`src/rtl/mips_defs_pkg.sv`:
```
// Shared MIPS encoding constants and fetch FSM state type, common to the fetch unit and
// the control decoder.
package mips_defs_pkg;

    localparam logic [5:0] OP_RTYPE = 6'h00;
    localparam logic [5:0] OP_J     = 6'h02;
    localparam logic [5:0] OP_BEQ   = 6'h04;
    localparam logic [5:0] OP_ADDI  = 6'h08;
    localparam logic [5:0] OP_SLTI  = 6'h0A;
    localparam logic [5:0] OP_ANDI  = 6'h0C;
    localparam logic [5:0] OP_ORI   = 6'h0D;
    localparam logic [5:0] OP_LW    = 6'h23;
    localparam logic [5:0] OP_SW    = 6'h2B;

    localparam logic [5:0] FN_ADD   = 6'h20;
    localparam logic [5:0] FN_SUB   = 6'h22;
    localparam logic [5:0] FN_AND   = 6'h24;
    localparam logic [5:0] FN_OR    = 6'h25;
    localparam logic [5:0] FN_SLT   = 6'h2A;

    typedef enum logic {
        ST_FETCH = 1'b0,
        ST_ISSUE = 1'b1
    } fetch_state_t;

    // Byte offset of a BEQ: sign-extended word immediate scaled by 4.
    function automatic logic [31:0] branch_offset(input logic [15:0] imm);
        return {{14{imm[15]}}, imm, 2'b00};
    endfunction

endpackage

```
`src/rtl/next_pc_calc.sv`:
```
// Combinational next-PC resolution for the instruction held in IR.
// Jump has priority over a taken branch; otherwise fall through to PC+4.
module next_pc_calc
    import mips_defs_pkg::*;
(
    input  logic [31:0] pc_plus4,
    input  logic [25:0] instr_index,
    input  logic        branch,
    input  logic        jump,
    input  logic        zero,
    output logic [31:0] next_pc
);

    always_comb begin
        next_pc = pc_plus4;
        if (jump) begin
            next_pc = {pc_plus4[31:28], instr_index, 2'b00};
        end else if (branch && zero) begin
            next_pc = pc_plus4 + branch_offset(instr_index[15:0]);
        end
    end

endmodule

```
`src/rtl/instr_fetch_unit.sv`:
```
// PC, instruction register and fetch/issue FSM for the single-cycle datapath.
// Optional build macro BRANCH_DELAY_SLOT_EN defers taken control transfers by one instruction.
module instr_fetch_unit
    import mips_defs_pkg::*;
#(
    parameter logic [31:0] PC_RESET = 32'h0000_0000,
    parameter int          CNT_W    = 32
) (
    input  logic             CLK,
    input  logic             Reset,
    output logic             imem_req,
    output logic [31:0]      imem_addr,
    input  logic             imem_ready,
    input  logic [31:0]      imem_rdata,
    output logic [31:0]      Instruction,
    output logic [5:0]       Opcode,
    output logic [5:0]       FuncCode,
    output logic             InstrValid,
    output logic [31:0]      PCPlus4,
    input  logic             Stall,
    input  logic             Branch,
    input  logic             Jump,
    input  logic             Zero,
    output logic [CNT_W-1:0] InstrCount
);

    fetch_state_t     state_reg, state_next;
    logic [31:0]      pc_reg;
    logic [31:0]      ir_reg;
    logic [CNT_W-1:0] count_reg;
    logic             retire;
    logic [31:0]      pc_plus4;
    logic [31:0]      calc_pc;
    logic [31:0]      retire_pc;

    assign pc_plus4    = pc_reg + 32'd4;
    assign imem_addr   = pc_reg;
    assign Instruction = ir_reg;
    assign Opcode      = ir_reg[31:26];
    assign FuncCode    = ir_reg[5:0];
    assign PCPlus4     = pc_plus4;
    assign InstrValid  = (state_reg == ST_ISSUE);
    assign InstrCount  = count_reg;

    next_pc_calc u_next_pc (
        .pc_plus4    (pc_plus4),
        .instr_index (ir_reg[25:0]),
        .branch      (Branch),
        .jump        (Jump),
        .zero        (Zero),
        .next_pc     (calc_pc)
    );

    always_comb begin
        state_next = state_reg;
        imem_req   = 1'b0;
        retire     = 1'b0;
        case (state_reg)
            ST_FETCH: begin
                // Request drops in the reset cycle so an abandoned fetch is not re-sent.
                imem_req = !Reset;
                if (imem_ready) state_next = ST_ISSUE;
            end
            ST_ISSUE: begin
                if (!Stall) begin
                    retire     = 1'b1;
                    state_next = ST_FETCH;
                end
            end
            default: state_next = ST_FETCH;
        endcase
    end

`ifdef BRANCH_DELAY_SLOT_EN
    logic        pend_reg;
    logic [31:0] pend_target_reg;
    logic        taken;

    assign taken = Jump || (Branch && Zero);
    // A pending transfer wins; control signals of the delay-slot instruction are ignored.
    assign retire_pc = pend_reg ? pend_target_reg : pc_plus4;

    always_ff @(posedge CLK) begin
        if (Reset) begin
            pend_reg        <= 1'b0;
            pend_target_reg <= 32'd0;
        end else if (retire) begin
            if (pend_reg) begin
                pend_reg <= 1'b0;
            end else if (taken) begin
                pend_reg        <= 1'b1;
                pend_target_reg <= calc_pc;
            end
        end
    end
`else
    assign retire_pc = calc_pc;
`endif

    always_ff @(posedge CLK) begin
        if (Reset) begin
            state_reg <= ST_FETCH;
            pc_reg    <= PC_RESET;
            ir_reg    <= 32'd0;
            count_reg <= '0;
        end else begin
            state_reg <= state_next;
            if (state_reg == ST_FETCH && imem_ready) ir_reg <= imem_rdata;
            if (retire) begin
                pc_reg    <= retire_pc;
                count_reg <= count_reg + CNT_W'(1);
            end
        end
    end

endmodule

```
`config.mk`:
```
export PLATFORM = sky130hd
export DESIGN_NAME = instr_fetch_unit
export DESIGN_NICKNAME = d
export VERILOG_FILES = /design/src/rtl/mips_defs_pkg.sv /design/src/rtl/next_pc_calc.sv /design/src/rtl/instr_fetch_unit.sv
export SDC_FILE = /design/constraint.sdc
export NUM_CORES = 1
export LEC_CHECK = 0
export CORE_AREA = 10 10 173 94
export CTS_CLUSTER_SIZE = 10
export DETAILED_ROUTE_END_ITERATION = 10
export DIE_AREA = 0 0 183 104
export PLACE_DENSITY = 0.93
export SYNTH_ARGS = -nofsm -noshare
export SYNTH_HDL_FRONTEND = slang
export SYNTH_SLANG_ARGS = --single-unit
```
`constraint.sdc`:
```
create_clock -name CLK -period 4.65 [get_ports CLK]
set_input_delay 0.93 -clock CLK [delete_from_list [all_inputs] [get_ports CLK]]
set_output_delay 0.93 -clock CLK [all_outputs]
set_load 0.05 [all_outputs]
```
==> run metrics <==
P per Cell Area=between 200 and 250 mW/mm^2; DIE HEIGHT=about 100 um; post-CTS setup buffer count=0; die width=~180 um; number of synthesized flops with an enable pin=0; hpwl dp=17700 um; # clock sinks=between 90 and 100; period utilisation layout=0.933; placed cell count=between 1000 and 1500; Root Buffer=clkbuf_16; capturing element type of the critical path=output port; synthesized cell area=0.00637 sq mm; Post-CTS Hold Buffers=0; vias=about 6700; CTS resizes=0; post-synthesis cell type count=80; P&R area growth vs syn=32.6%; fin crit period=between 4000 and 5000 ps; sequential area share after synthesis=0.298; DP Area=around 0.008 sq mm; Post-DRT Antenna Nets=0; antenna violations before repair=2; Synth Register Bits=95; CP Cell Sequence=and4_1 -> and3_1 -> nand3_1 -> nor2_1 -> nand3_1 -> xnor2_1 -> clkdlybuf4s50_1; CP peak stage delay=between 900 and 1000 ps; via-per-instance ratio=between 5 and 6; GRT overflow=0; multi-input logic area=around 0.0042 sq mm; number of synthesis warnings=0; pin count of the biggest net entering global routing=83; Starting Density=0.480; Post-synth top flop=dfxtp_1; setup tns final=0 ps; Final Instance Area=between 0.008 and 0.009 sq mm; final std cells w/o fill=around 1100; f_max=231 MHz; DRT iter0 DRCs=approximately 740; CP dominant cell by count=nand3_1; start of the worst register-to-register path=imem_addr[8]; Max-Cap Viols=0; vias in the first global route=between 6000 and 7000; FF+latch area=0.00190 sq mm; Cells after Synth=813; GP Congestion=between 0.9 and 1; CORE AREA=0.0133 sq mm; total die area=around 0.019 sq mm; Layout Skew=6.33 ps; Yosys top cell by area=dfxtp_1; worst min path class=flip-flop to flip-flop; clock edge transition at the registers on the reported setup and hold paths=70 ps; Worst Hold Launch=Instruction[30]; maximum vdd ir drop=roughly 0.19 mV; PnR worst setup slack=about 310 ps; first-pass detailed-route iteration total=7; GRT Util Overall=0.233; Core Rows=30; Leak=0.00324 uW; Ports=181; number of buffer and inverter stages on the critical path=1; Setup CP Type=flip-flop to output port; Area contributors post-synth=dfxtp_1 30%, nand2_1 8.3%, ha_1 7.3%, a21oi_1 6.4%, xor2_1 5.2%; Worst EP arrival=between 3000 and 4000 ps; port bufs=176; clock latency on the worst-skew pair=around 340 ps; CP max-delay cell=clkdlybuf4s50_1; R2R cell count=15; status=finished, final reports clean; slew margin rel.=0.319; # H-tree levels=3; cell family with most CP delay=simple AND/OR/NAND/NOR gates; final core occ=0.636; fillers=about 1100; Inserted Clock Buffers=9; nets=roughly 1000; asr flop ratio synth=0; RSZ-0062 raised after global routing=no; Yosys top cell area share=0.298; first-pass GRT wire length=around 36000 um; max-slew violation count=0; buffer depth of the longest clock path=2; reg-to-reg critical path endpoint=imem_addr[31]; CTS tree=done; endpoints failing hold=0; layout cell share with drive strength beyond 1=0.0614; CP Launch Type=flip-flop; DRC viols=0; Routed WL=between 20000 and 25000 um; pre-CTS setup slack=553 ps; reg2reg setup slack=between 400 and 500 ps; WP data required=3720 ps; Worst Path Max Fanout=7; hold endpoint=Instruction[30]; worst hold path depth=2; Avg Synthesized Cell Area=7.84 sq um; Least-Margin Pin Slew=1020 ps; DR WL/cell=approximately 21 um; final setup vio count=0
## layout by cell type, fill, tap and decap left out, drive strengths merged, types with 18 or more instances in the layout
cell	instances
ha	37
nand2	142
xor2	38
nor2	76
a21o	18
o21ai	25
a21oi	82
xnor2	37
dfxtp	95
clkdlybuf4s50	175
nand3	32
nand4	19
o211ai	20
## routing by layer
| layer | global-route usage | part of all wire |
|---|---|---|
| met1 | 0.316 | 0.43 |
| met2 | 0.328 | 0.41 |
| met3 | 0.112 | 0.15 |
| met4 | 0.0361 | 0.012 |
| met5 | 0 | 0.00055 |
## state kept, by name, summed over array words and instances, names as in the netlist
register	count
InstrCount	32
InstrValid	1
Instruction	32
imem_addr	30
## worst max-delay path by stage
| stage | start | to | slack [ps] | cells past startpoint |
|---|---|---|---|---|
| after floorplan | imem_addr[4] | imem_addr[30] | 30 | 13 |
| after global placement | imem_addr[8] | imem_addr[31] | 750 | 15 |
| after detailed placement | imem_addr[8] | imem_addr[31] | 550 | 15 |
| after CTS | imem_addr[8] | PCPlus4[30] | 390 | 7 |
| after global routing | imem_addr[2] | PCPlus4[30] | 130 | 7 |
| final | imem_addr[8] | PCPlus4[30] | 310 | 7 |
## final cells by class
| cell class | count | area share |
|---|---|---|
| antenna | 1 | 0.000296 |
| clock buffer | 10 | 0.0271 |
| clock inverter | 6 | 0.00518 |
| inverter | 8 | 0.00355 |
| multi-input combinational | 655 | 0.495 |
| sequential | 95 | 0.225 |
| tap | 176 | 0.0261 |
| timing repair buffer | 187 | 0.218 |
## kinds of logic (layout without fill, tap and decap cells)
group	Yosys count	in the layout	synth area share
simple gates	334	334	0.248
compound gates	200	200	0.215
flops	95	95	0.298
xor+xnor	75	75	0.103
buf+inv	66	211	0.0534
fa+ha+maj	38	38	0.0758
mux	4	4	0.00648
other cells	1	5	0.000588
## tightest hold or removal path, delay by kind of cell, from the launching register on
kind               cells  cell delay [ps]
DFF                    1              330
and+or+nand+nor        1               60
AOI/OAI and AO/OA      1               50
## per-stage QoR
stage	hold slack [ps]	total power (uW)
2_1_floorplan	682	1200
3_3_place_gp	462	1350
3_5_place_dp	464	1360
4_1_cts	478	2060
5_1_grt	512	2110
6_report	481	2050
## synth_stat cells, drive strengths merged (2+ instances only)
cell	instances
a21o	18
nand3b	2
o311ai	3
o22ai	2
o31ai	4
ha	37
dfxtp	95
a21oi	82
and4	6
or3	8
nor2	76
o21ai	25
nor3b	2
nor2b	7
and2	3
a211oi	9
o211ai	20
o32ai	2
clkbuf	30
and2b	3
and3	10
o21bai	5
nand2b	5
nand4	19
mux2i	3
nor4	5
nand4b	2
a211o	3
xnor2	37
xor2	38
nand2	142
nor3	8
buf	27
or4	2
or2	2
o21a	5
a221oi	4
a311oi	4
inv	8
nand3	32
## power by group
part | total, uW | internal (uW) | leakage, uW | switching, uW
Combinational | 474 | 160 | 0.00234 | 313
Sequential | 877 | 838 | 0.000772 | 38.8
Clock | 702 | 367 | 0.000134 | 335
Total | 2050 | 1370 | 0.00324 | 687
(Power assumes the default switching activity.)
